**config.mk**
```make
export PLATFORM = sky130hd
export DESIGN_NAME = neopixel_frame_ctrl
export DESIGN_NICKNAME = d
export VERILOG_FILES = /design/src/rtl/neopixel_frame_ctrl.sv
export SDC_FILE = /design/constraint.sdc
export NUM_CORES = 1
export LEC_CHECK = 0
export BUFFER_PORTS_ARGS = -buffer_cell sky130_fd_sc_hd__buf_2
export CAP_MARGIN = 20
export CORE_MARGIN = 3
export CORE_UTILIZATION = 55
export DETAILED_ROUTE_END_ITERATION = 10
export GPL_ROUTABILITY_DRIVEN = 1
export GPL_TIMING_DRIVEN = 0
export PLACE_DENSITY_LB_ADDON = 0.15
export SETUP_SLACK_MARGIN = 0.15
export SLEW_MARGIN = 15
export SYNTH_ARGS = -nofsm -noshare
export SYNTH_HDL_FRONTEND = slang
export SYNTH_SLANG_ARGS = --single-unit
```
**constraint.sdc**
```tcl
create_clock -name clk_i -period 4.8 [get_ports clk_i]
set_input_delay 0.24 -clock clk_i [delete_from_list [all_inputs] [get_ports clk_i]]
set_output_delay 0.24 -clock clk_i [all_outputs]
set_load 0.02 [all_outputs]
```
**src/rtl/neopixel_frame_ctrl.sv**
```systemverilog
`default_nettype none
// ==== neopixel_frame_ctrl : pixel RAM -> MSB-first bit stream + latch interval ==== rev 1.0
module neopixel_frame_ctrl #(
  parameter int PIX_AW = 8,
  parameter int RST_W  = 16
) (
  input  logic              clk_i,
  input  logic              rst_n_i,
  input  logic              frame_start_i,
  input  logic [PIX_AW:0]   reg_pix_num_i,
  input  logic [RST_W-1:0]  reg_rst_time_i,
  output logic              ram_rd_en_o,
  output logic [PIX_AW-1:0] ram_rd_addr_o,
  input  logic [23:0]       ram_rd_data_i,
  output logic              bit_vld_o,
  output logic              bit_data_o,
  input  logic              bit_rdy_i,
  output logic              frame_busy_o,
  output logic              frame_done_o
);

  localparam logic [PIX_AW:0]  PIX_ONE = 1;
  localparam logic [RST_W-1:0] RST_ONE = 1;

  typedef enum logic [2:0] {
    S_IDLE  = 3'd0,
    S_FETCH = 3'd1,
    S_LOAD  = 3'd2,
    S_SEND  = 3'd3,
    S_LATCH = 3'd4,
    S_DONE  = 3'd5
  } state_t;

  state_t            state_q, state_d;
  logic [PIX_AW:0]   pix_num_q, pix_num_d;
  logic [PIX_AW:0]   pix_idx_q, pix_idx_d;
  logic [RST_W-1:0]  rst_time_q, rst_time_d;
  logic [RST_W-1:0]  lat_cnt_q, lat_cnt_d;
  logic [23:0]       shift_q, shift_d;
  logic [23:0]       nxt_pix_q, nxt_pix_d;
  logic [4:0]        bit_idx_q, bit_idx_d;
  logic              nxt_vld_q, nxt_vld_d;
  logic              pf_pend_q, pf_pend_d;
  logic              first_q, first_d;

  logic [PIX_AW:0]   pix_idx_inc;
  logic [RST_W-1:0]  lat_last;
  logic              pf_issue;

  assign pix_idx_inc = pix_idx_q + PIX_ONE;
  // A zero latch time still spends one cycle in LATCH.
  assign lat_last    = (rst_time_q == '0) ? '0 : (rst_time_q - RST_ONE);
  assign pf_issue    = (state_q == S_SEND) && first_q && (pix_idx_inc < pix_num_q);

  assign ram_rd_en_o   = (state_q == S_FETCH) || pf_issue;
  assign ram_rd_addr_o = pf_issue ? pix_idx_inc[PIX_AW-1:0] : '0;
  assign bit_vld_o     = (state_q == S_SEND);
  assign bit_data_o    = bit_vld_o & shift_q[23];
  assign frame_busy_o  = (state_q == S_FETCH) || (state_q == S_LOAD) ||
                         (state_q == S_SEND)  || (state_q == S_LATCH);
  assign frame_done_o  = (state_q == S_DONE);

  always_ff @(posedge clk_i or negedge rst_n_i) begin
    if (!rst_n_i) begin
      state_q    <= S_IDLE;
      pix_num_q  <= '0;
      pix_idx_q  <= '0;
      rst_time_q <= '0;
      lat_cnt_q  <= '0;
      shift_q    <= '0;
      nxt_pix_q  <= '0;
      bit_idx_q  <= '0;
      nxt_vld_q  <= 1'b0;
      pf_pend_q  <= 1'b0;
      first_q    <= 1'b0;
    end else begin
      state_q    <= state_d;
      pix_num_q  <= pix_num_d;
      pix_idx_q  <= pix_idx_d;
      rst_time_q <= rst_time_d;
      lat_cnt_q  <= lat_cnt_d;
      shift_q    <= shift_d;
      nxt_pix_q  <= nxt_pix_d;
      bit_idx_q  <= bit_idx_d;
      nxt_vld_q  <= nxt_vld_d;
      pf_pend_q  <= pf_pend_d;
      first_q    <= first_d;
    end
  end

  always_comb begin
    state_d    = state_q;
    pix_num_d  = pix_num_q;
    pix_idx_d  = pix_idx_q;
    rst_time_d = rst_time_q;
    lat_cnt_d  = lat_cnt_q;
    shift_d    = shift_q;
    nxt_pix_d  = nxt_pix_q;
    bit_idx_d  = bit_idx_q;
    nxt_vld_d  = nxt_vld_q;
    first_d    = 1'b0;
    pf_pend_d  = pf_issue;

    // Prefetched word arrives one cycle after its read strobe.
    if (pf_pend_q) begin
      nxt_pix_d = ram_rd_data_i;
      nxt_vld_d = 1'b1;
    end

    case (state_q)
      S_IDLE: begin
        if (frame_start_i) begin
          pix_num_d  = reg_pix_num_i;
          rst_time_d = reg_rst_time_i;
          pix_idx_d  = '0;
          nxt_vld_d  = 1'b0;
          lat_cnt_d  = '0;
          state_d    = (reg_pix_num_i == '0) ? S_LATCH : S_FETCH;
        end
      end
      S_FETCH: state_d = S_LOAD;
      S_LOAD: begin
        shift_d   = ram_rd_data_i;
        bit_idx_d = 5'd23;
        pix_idx_d = '0;
        first_d   = 1'b1;
        state_d   = S_SEND;
      end
      S_SEND: begin
        if (bit_rdy_i) begin
          if (bit_idx_q != 5'd0) begin
            shift_d   = {shift_q[22:0], 1'b0};
            bit_idx_d = bit_idx_q - 5'd1;
          end else if (nxt_vld_q) begin
            shift_d   = nxt_pix_q;
            nxt_vld_d = 1'b0;
            bit_idx_d = 5'd23;
            pix_idx_d = pix_idx_inc;
            first_d   = 1'b1;
          end else begin
            lat_cnt_d = '0;
            state_d   = S_LATCH;
          end
        end
      end
      S_LATCH: begin
        if (lat_cnt_q == lat_last) begin
          lat_cnt_d = '0;
          state_d   = S_DONE;
        end else begin
          lat_cnt_d = lat_cnt_q + RST_ONE;
        end
      end
      S_DONE:  state_d = S_IDLE;
      default: state_d = S_IDLE;
    endcase
  end

endmodule
`default_nettype wire

```
==> results.md <==
* Yosys warns at 0
* Inserted Diodes at 0
* Slew HR at 0.414
* Num Clock Sinks at 109
* IO Port Bufs at 65
* WHS at 0.0712 ns
* DR vias at 4,840
* Number of synthesized flops with an enable pin at 0
* Most used cell, CP: nand4_1
* Post-synth top area cell: dfrtp_1
* Setup crit start kind: flip-flop
* Critical-path cell list: inv_1 -> ha_1 -> buf_2 -> nor3b_2 -> nand4_1 -> and3_1 -> a211o_1 -> a2111oi_0 -> nand4_1 -> a2111oi_4 -> a31o_4 -> buf_12 -> nor2_2
* First-pass GRT wire length at about 23,000 um
* Dpl ws at ~1.1 ns
* Status: completed
* Synth Flop Type: dfrtp_1
* DRC at 0
* CTS Buffer Depth at 2
* Crit path time final at 3.80 ns
* Max VDD drop at roughly 0.29 mV
* Slowest library cell on the worst path: a2111oi_0
* GR Overflow Total at 0
* Largest net degree at the start of global routing at 64
* Worst Tran Pin Value at slightly below 0.9 ns
* RSZ-0062 raised after global routing: no
* Iter 0 DRT Violations at between 300 and 400
* Area share of the largest cell type after synthesis at 0.455
* Buf/Inv on CP at 3
* Total Routing Usage GR at 0.228
* Flop2flop setup slack at roughly 1.0 ns
* Async SR Flop Fraction at 1.00
* Slew Limit Fails at 0
* Clock Latency Late Sink at 0.38 ns
* Distinct cells, synth at 53
* Num rows at 37
* Maximum fanout along the worst path at 10
* CP Capture Type: flip-flop
* Total wire length at around 13,000 um
* Final nets at 775
* Die span in y at ~110 um
* LEAKAGE at ~3.1 nW
* Post-CTS sizing at 0
* Post-synthesis register bit count at between 100 and 150
* Fillers at 903
* Most common cell in the netlist: dfrtp_1
* Crit Path Class: reg2reg
* Maximum clock rate at between 200 and 300 MHz
* Worst path top cell family by delay: compound AO/OA/AOI/OAI gates
* Worst Path Arrival at slightly above 4 ns
* # IOs at 66
* Synth Instances at ~630
* Post-cts hold buffer count at 1
* Mapped cell area at approximately 0.006 mm^2
* Die Wd at about 110 um
* Core box area at between 0.01 and 0.015 mm^2
* TritonCTS clock tree: done
* CTS root buffer: clkbuf_8
* Synth-to-layout area growth at 12.3%
* Final GP Congestion at 0.932
* Initial antenna violation count at 0
* Max-Cap Viols at 0
* Hold WC Path Type: in2reg
* Critical Path RT at just over 5 ns
* DR pass1 iterations at 5
* Final setup fails at 0
* Net count after synthesis at 697
* Crit path largest cell delay at approximately 0.50 ns
* Average size of a mapped cell at 9.49 um^2
* Wire per inst at ~16 um
* Worst Clk Skew at about 0.0090 ns
* Initial Util at 0.573
* Die ar. at approximately 0.012 mm^2
* Vias in the first global route at slightly below 5,000
* Clock transition at path regs at roughly 0.11 ns
* ANT nets after route at 0
* DP Wirelength at slightly below 10,000 um
* Vias/cell at around 5.7
* Largest cells by area after synthesis: dfrtp_1 (45%), mux2_2 (7.1%), o21ai_0 (4.6%)
* Fraction of layout cells with a size suffix above 1 at 0.201
* Final Hold Fails at 0
* PwrDens at 361 mW/mm^2
* Setup Fix Bufs, Post-CTS at 0
* Post-route setup TNS at 0 ns
* CTS Buf Count at 9
* Worst Setup Slack, final at approximately 1.0 ns
* Seq/Total Area, Yosys at 0.455
* Top post-synthesis cells by count: dfrtp_1 (109), nand2_1 (67), nor2_1 (64), o21ai_0 (55), mux2_2 (38)
* Final period util at 0.792
* CTS HTree Levels at 3
==> cell type report <==
cell class                      instances  area [um^2]  share of cell area
Multi-Input combinational cell        463         3020               0.448
Sequential cell                       109         2730               0.405
Timing Repair Buffer                   67          369              0.0548
Tap cell                              136          170              0.0253
Buffer                                 32          148              0.0219
Clock buffer                           10          138              0.0204
Inverter                               28          105              0.0156
Clock inverter                          6         61.3             0.00910
==> where the power goes <==
part / leakage [nW] / internal, mW / switching [mW]
Sequential: 1.36 / 1.14 / 0.139
Combinational: 1.61 / 0.288 / 0.308
Clock: 0.0986 / 0.217 / 0.340
Total: 3.07 / 1.65 / 0.787
==> metrics by stage <==
step                      power [mW]  area, um^2  utilization  instances
after floorplan                 1.71        6000            -        632
after global placement          1.86        6490        0.621        833
after detailed placement        1.90        6530        0.624        834
after CTS                       2.46        6740        0.644        851
after global routing            2.61        6740        0.644        851
final                           2.43        6740        0.644        851
==> worst min-delay path, stage by stage <==
cell and delay [ns]:
buf_2 0.08, nand2_1 0.04, o21ai_0 0.06
==> kinds of logic after synthesis <==
group / synth area share
and+or+nand+nor: 0.188
adders and majority gates: 0.0250
AOI/OAI and AO/OA: 0.127
xor gates and xnor gates: 0.0526
buffers and inverters: 0.0421
DFF: 0.455
muxes: 0.111
==> final timing paths <==
path,start,end,cells past startpoint
max,rst_time_q[0],lat_cnt_q[14],13
min,reg_rst_time_i[12],rst_time_q[12],3
max reg2reg,rst_time_q[0],lat_cnt_q[14],13
min reg2reg,shift_q[8],shift_q[8],2
max in group asynchronous,rst_n_i,rst_time_q[3],3
min in group asynchronous,rst_n_i,rst_time_q[1],2
==> flip-flops by register name (all words and copies together), names as in the netlist <==
name / flops
first_q: 1
pix_num_q: 9
state_q: 3
bit_idx_q: 5
pix_idx_q: 9
rst_time_q: 16
lat_cnt_q: 16
nxt_vld_q: 1
nxt_pix_q: 24
shift_q: 24
pf_pend_q: 1
==> cell usage in the layout (no fill, tap or decap), drive strengths merged, types with 20 or more instances in the layout <==
cell type	count
buf	71
xor2	20
clkbuf	37
mux2	38
o21ai	57
dfrtp	109
inv	32
nor2	74
nand2	67
a21oi	30
mux2i	24
==> metal layers <==
metal	up-vias	GRT usage	part of all wire
li1	2371	-	-
met1	2338	0.306	0.45
met2	113	0.362	0.48
met3	18	0.0597	0.057
met4	0	0.0714	0.017
met5	-	0	0
Power figures use the tool's default switching activity.
